===== config.mk =====
export PLATFORM = sky130hd
export DESIGN_NAME = uart_transmitter
export DESIGN_NICKNAME = d
export VERILOG_FILES = /design/src/rtl/uart_pkg.sv /design/src/rtl/uart_baud_counter.sv /design/src/rtl/uart_transmitter.sv
export SDC_FILE = /design/constraint.sdc
export NUM_CORES = 1
export LEC_CHECK = 0
export ABC_AREA = 0
export BUFFER_PORTS_ARGS = -buffer_cell sky130_fd_sc_hd__buf_4
export CAP_MARGIN = 40
export CORE_ASPECT_RATIO = 0.9
export CORE_MARGIN = 2
export CORE_UTILIZATION = 35
export CTS_CLUSTER_DIAMETER = 80
export DETAILED_ROUTE_END_ITERATION = 12
export SLEW_MARGIN = 15
export SYNTH_ARGS = -nofsm -noshare
export SYNTH_HDL_FRONTEND = slang
export SYNTH_SLANG_ARGS = --single-unit

===== constraint.sdc =====
create_clock -name Clock -period 1.9 [get_ports Clock]
set_clock_uncertainty 0.15 [all_clocks]
set_input_delay 0.095 -clock Clock [delete_from_list [all_inputs] [get_ports Clock]]
set_output_delay 0.095 -clock Clock [all_outputs]
set_load 0.01 [all_outputs]

===== src/rtl/uart_pkg.sv =====
// rtl/uart_pkg.sv - shared UART constants and transmit state encodings
// UART_TX_PARITY_EN widens the state type to add the PARITY state.
package uart_pkg;

  localparam int   DEFAULT_CLKS_PER_BIT = 8;
  localparam int   DATA_BITS            = 8;
  localparam logic LINE_IDLE            = 1'b1;

`ifdef UART_TX_PARITY_EN
  typedef enum logic [2:0] {
    IDLE   = 3'b000,
    START  = 3'b001,
    DATA   = 3'b010,
    STOP   = 3'b011,
    PARITY = 3'b100
  } tx_state_t;
`else
  typedef enum logic [1:0] {
    IDLE  = 2'b00,
    START = 2'b01,
    DATA  = 2'b10,
    STOP  = 2'b11
  } tx_state_t;
`endif

  function automatic logic even_parity(input logic [DATA_BITS-1:0] d);
    return ^d;
  endfunction

endpackage


===== src/rtl/uart_baud_counter.sv =====
// rtl/uart_baud_counter.sv - bit-period counter with one-cycle bit_end tick
// Shared with the receive side; restart holds the count at zero.
module uart_baud_counter
  import uart_pkg::*;
#(
  parameter int CLKS_PER_BIT = DEFAULT_CLKS_PER_BIT
) (
  input  logic Clock,
  input  logic Reset,
  input  logic restart,
  output logic bit_end
);

  localparam int            CW   = $clog2(CLKS_PER_BIT);
  localparam logic [CW-1:0] LAST = CW'(CLKS_PER_BIT - 1);

  logic [CW-1:0] count;

  always_ff @(posedge Clock) begin
    if (Reset || restart) begin
      count <= '0;
    end else if (count == LAST) begin
      count <= '0;
    end else begin
      count <= count + 1'b1;
    end
  end

  assign bit_end = !restart && (count == LAST);

endmodule


===== src/rtl/uart_transmitter.sv =====
// rtl/uart_transmitter.sv - 8N1 UART transmit engine, registered line output
// Defining UART_TX_PARITY_EN inserts an even-parity bit before the stop bit.
module uart_transmitter
  import uart_pkg::*;
#(
  parameter int CLKS_PER_BIT = DEFAULT_CLKS_PER_BIT,
  parameter int DATA_BITS    = uart_pkg::DATA_BITS
) (
  input  logic                 Clock,
  input  logic                 Reset,
  input  logic                 TxStart,
  input  logic [DATA_BITS-1:0] TxDataIn,
  output logic                 TxDataOut,
  output logic                 TxBusy,
  output logic                 TxDone
);

  localparam logic [2:0] LAST_BIT = 3'(DATA_BITS - 1);

  tx_state_t            state, state_n;
  logic [DATA_BITS-1:0] shift_q, shift_n;
  logic [2:0]           bit_q, bit_n, bit_next;
  logic                 tx_q, tx_n;
  logic                 busy_q, busy_n;
  logic                 done_q, done_n;
  logic                 restart;
  logic                 bit_end;

  uart_baud_counter #(
    .CLKS_PER_BIT(CLKS_PER_BIT)
  ) u_baud (
    .Clock   (Clock),
    .Reset   (Reset),
    .restart (restart),
    .bit_end (bit_end)
  );

  always_ff @(posedge Clock) begin
    if (Reset) begin
      state   <= IDLE;
      shift_q <= '0;
      bit_q   <= '0;
      tx_q    <= LINE_IDLE;
      busy_q  <= 1'b0;
      done_q  <= 1'b0;
    end else begin
      state   <= state_n;
      shift_q <= shift_n;
      bit_q   <= bit_n;
      tx_q    <= tx_n;
      busy_q  <= busy_n;
      done_q  <= done_n;
    end
  end

  assign bit_next = bit_q + 3'd1;

  // Outputs are computed one cycle ahead so the line changes exactly on bit boundaries.
  always_comb begin
    state_n = state;
    shift_n = shift_q;
    bit_n   = bit_q;
    tx_n    = tx_q;
    busy_n  = busy_q;
    done_n  = 1'b0;
    restart = 1'b0;
    case (state)
      IDLE: begin
        restart = 1'b1;
        tx_n    = LINE_IDLE;
        busy_n  = 1'b0;
        if (TxStart) begin
          state_n = START;
          shift_n = TxDataIn;
          bit_n   = '0;
          tx_n    = 1'b0;
          busy_n  = 1'b1;
        end
      end
      START: begin
        if (bit_end) begin
          state_n = DATA;
          bit_n   = '0;
          tx_n    = shift_q[0];
        end
      end
      DATA: begin
        if (bit_end) begin
          if (bit_q == LAST_BIT) begin
`ifdef UART_TX_PARITY_EN
            state_n = PARITY;
            tx_n    = even_parity(shift_q);
`else
            state_n = STOP;
            tx_n    = LINE_IDLE;
`endif
          end else begin
            bit_n = bit_next;
            tx_n  = shift_q[bit_next];
          end
        end
      end
`ifdef UART_TX_PARITY_EN
      PARITY: begin
        if (bit_end) begin
          state_n = STOP;
          tx_n    = LINE_IDLE;
        end
      end
`endif
      STOP: begin
        if (bit_end) begin
          state_n = IDLE;
          tx_n    = LINE_IDLE;
          busy_n  = 1'b0;
          done_n  = 1'b1;
        end
      end
      default: begin
        state_n = IDLE;
        tx_n    = LINE_IDLE;
        busy_n  = 1'b0;
      end
    endcase
  end

  assign TxDataOut = tx_q;
  assign TxBusy    = busy_q;
  assign TxDone    = done_q;

endmodule

==> reports/results.txt <==
Outcome -> complete, no violations
Core box area -> 2680 sq um
Worst r2r src -> bit_q[0]$_SDFFE_PP0P_
Hold Worst Slack -> 0.285 ns
Overall die width -> 59.4 um
Tightest slew margin relative to the limit -> 0.825
Clock-pin transition on the worst setup and hold timing paths -> 0.11 ns
Remaining antenna violation count -> 0
Unrepaired setup endpoints after global routing -> yes
Clock tree from TritonCTS -> done
Setup TNS Final -> 0 ns
Half-perimeter wire length after detailed placement -> 1420 um
Largest net degree at the start of global routing -> 22
Critical Path Fanout Max -> 3
Power consumption -> 1.49 mW
CP Data Required Time -> 1.95 ns
TritonCTS Buffers -> 3
Initial drt markers -> 23
Chip Height -> 53.9 um
Transition time of the tightest slew-check pin -> 0.261 ns
Cell count of the worst reg-to-reg path -> 5
Post-place instance area -> 1140 sq um
H-tree levels -> 1
Crit Path Category -> reg -> reg
Mean number of vias per cell -> 5.11
Number of buffers added on ports -> 13
Count of non-filler cells in the finished layout -> 161
EDFF count, synth -> 0
Final Critical Period -> 1.90 ns
# placed instances -> 147
Fraction of final layout cells with drive strength greater than 1 -> 0.244
Sequential area share after synthesis -> 0.393
Worst skew pair latency -> 0.29 ns
Vias in the first global route -> 827
Hold violation count in the final report -> 0
Via total after detailed routing -> 822
Ports -> 14
Number of cells on the worst hold path -> 1
Detailed-route wire length per cell -> 12.4 um
Area growth syn-to-layout -> 32.9%
Share of the cycle needed by the critical path after routing -> 1.00
Netlist Area Pre-Place -> 967 sq um
Arrival time worst endpoint -> 1.95 ns
GRT Residual Overflow -> 0
Number of core rows -> 18
Number of pins exceeding their max-slew limit in the final report -> 0
Worst setup SP type -> register
Nets -> 152
Sort of element at the end of the critical path -> register
Flop2flop setup slack -> 0.0005 ns
Worst voltage drop across the vdd grid -> 0.704 mV
Max-Cap Viols -> 0
Most frequently used flop master after synthesis -> sky130_fd_sc_hd__dfxtp_1
Type of the tightest min-delay check -> reg -> reg
Post-Route WL -> 2000 um
Post-route cell area -> 1280 sq um
Total global-route track usage -> 0.152
Longest Clk Path Bufs -> 2
Cell variety after synth -> 27
Drt drc -> 0
Global-route wire length before repair -> 3630 um
Standby leakage power -> 0.547 nW
Number of iterations in the first detailed-routing pass -> 4
Gate Count Post-Synth -> 102
Syn. warnings -> 0
Number of post-CTS setup repair buffers -> 0
Post-synthesis register bit count -> 19
Achievable clock frequency -> 0.526 GHz
Syn_area_per_cell -> 9.48 sq um
Post-synth ARST share -> 0
Area of the die -> 3200 sq um
Count of endpoints failing setup in the final report -> 0
FILL cells -> 260
Starting density of the core -> 0.361
Critical hold path startpoint -> u_baud.count[0]$_SDFF_PP0_
Net count after synthesis -> 122
Clock root buffer -> sky130_fd_sc_hd__clkbuf_4
Routability congestion estimate -> 0.804
Multi-input combinational cell area -> 579 sq um
Worst-case hold path end point -> u_baud.count[0]$_SDFF_PP0_
Reg2Reg Capture Point -> TxDataOut$_SDFFE_PP1P_
Number of sinks on the clock net -> 19
Total area of sequential cells -> 383 sq um
Power density over the cells -> 1160 nW/um^2
N_diodes -> 0
Antenna violations before repair -> 0
-- critical path, cell delays in order (launching register included) --
cell,delay [ns]
sky130_fd_sc_hd__dfxtp_2,0.35
sky130_fd_sc_hd__ha_4,0.29
sky130_fd_sc_hd__mux4_2,0.48
sky130_fd_sc_hd__mux2_4,0.28
sky130_fd_sc_hd__o2111ai_2,0.16
sky130_fd_sc_hd__nand3b_1,0.09
-- flip-flops by register name, summed over array words and instances (netlist names) --
signal / flops
TxDone: 1
TxBusy: 1
u_baud.count: 3
state: 2
shift_q: 8
TxDataOut: 1
bit_q: 3
-- cells by family (layout without fill, tap and decap cells) --
group,count (synthesis),count (layout),synth area share
flip-flops,19,19,0.393
AO/OA/AOI/OAI,17,17,0.107
multiplexers,9,9,0.128
adder cells (fa/ha/maj),9,9,0.116
buffers and inverters,8,37,0.0362
AND/OR/NAND/NOR,40,40,0.219
-- worst max path at each step --
stage | startpoint | end | slack, ns | depth (start not counted)
after floorplan | bit_q[0]$_SDFFE_PP0P_ | TxDataOut$_SDFFE_PP1P_ | 0.009 | 5
after global placement | bit_q[1]$_SDFFE_PP0P_ | TxDataOut$_SDFFE_PP1P_ | -0.03 | 5
after detailed placement | bit_q[1]$_SDFFE_PP0P_ | TxDataOut$_SDFFE_PP1P_ | -0.05 | 5
after CTS | bit_q[0]$_SDFFE_PP0P_ | TxDataOut$_SDFFE_PP1P_ | -0.0004 | 5
after global routing | bit_q[1]$_SDFFE_PP0P_ | TxDataOut$_SDFFE_PP1P_ | -0.06 | 5
final | bit_q[0]$_SDFFE_PP0P_ | TxDataOut$_SDFFE_PP1P_ | 0.0005 | 5
-- synthesized netlist by cell type, types with 2 or more instances --
master                     instances  share of area
sky130_fd_sc_hd__a21oi_1          10          0.052
sky130_fd_sc_hd__nand2_1          10          0.039
sky130_fd_sc_hd__dfxtp_1          19           0.39
sky130_fd_sc_hd__ha_1              9           0.12
sky130_fd_sc_hd__clkbuf_1          2         0.0078
sky130_fd_sc_hd__and2_1            2          0.013
sky130_fd_sc_hd__a211oi_1          3          0.023
sky130_fd_sc_hd__mux2i_1           6          0.062
sky130_fd_sc_hd__inv_1             4          0.016
sky130_fd_sc_hd__nand2b_1          5          0.032
sky130_fd_sc_hd__nand3b_1          3          0.023
sky130_fd_sc_hd__nor2_1            4          0.016
sky130_fd_sc_hd__mux4_1            2          0.054
sky130_fd_sc_hd__nand3_1           8          0.041
sky130_fd_sc_hd__nor3_1            3          0.016
-- routing by layer --
| layer | wire length, um | part of all wire | track usage | vias up |
|---|---|---|---|---|
| met5 | 0 | 0 | 0 | - |
| met4 | 21 | 0.011 | 0.0455 | 0 |
| met3 | 110 | 0.055 | 0.0288 | 6 |
| met2 | 880 | 0.44 | 0.242 | 31 |
| met1 | 989 | 0.49 | 0.208 | 363 |
| li1 | - | - | - | 422 |
-- final cells by class --
class	count	share of cell area
Clock buffer	3	0.0175
Clock inverter	1	0.00389
Inverter	4	0.0117
Multi-Input combinational cell	75	0.451
Sequential cell	19	0.298
Tap cell	30	0.0292
Timing Repair Buffer	29	0.189
-- where the power goes --
group	leakage (nW)	internal (mW)	switching, mW
Clock	0.0177	0.0783	0.127
Sequential	0.156	0.481	0.0541
Combinational	0.373	0.374	0.375
Total	0.547	0.933	0.556
-- cell usage in the layout, fill, tap and decap left out, drive strengths merged, types with 4 or more instances in the layout --
master | Yosys | layout
dlygate4sd3 | 0 | 10
nand3 | 8 | 8
buf | 2 | 19
ha | 9 | 9
dfxtp | 19 | 19
a21oi | 10 | 10
nand2b | 5 | 5
nand2 | 10 | 10
mux2i | 6 | 6
nor2 | 4 | 4
inv | 4 | 4
-- timing repair --
action                                  CTS  global route
hold endpoints to repair                 12             0
pin swaps                                 1             1
endpoints found under the setup margin    1             1
hold buffers                             10             0
resized for setup                         6             0
-- stage by stage --
stage          utilization  setup slack (ns)
5_1_grt              0.479           -0.0591
3_5_place_dp         0.426           -0.0455
2_1_floorplan            -           0.00892
4_1_cts              0.479         -0.000423
3_3_place_gp         0.426           -0.0255
6_report             0.479          0.000532
(Power assumes the default switching activity.)
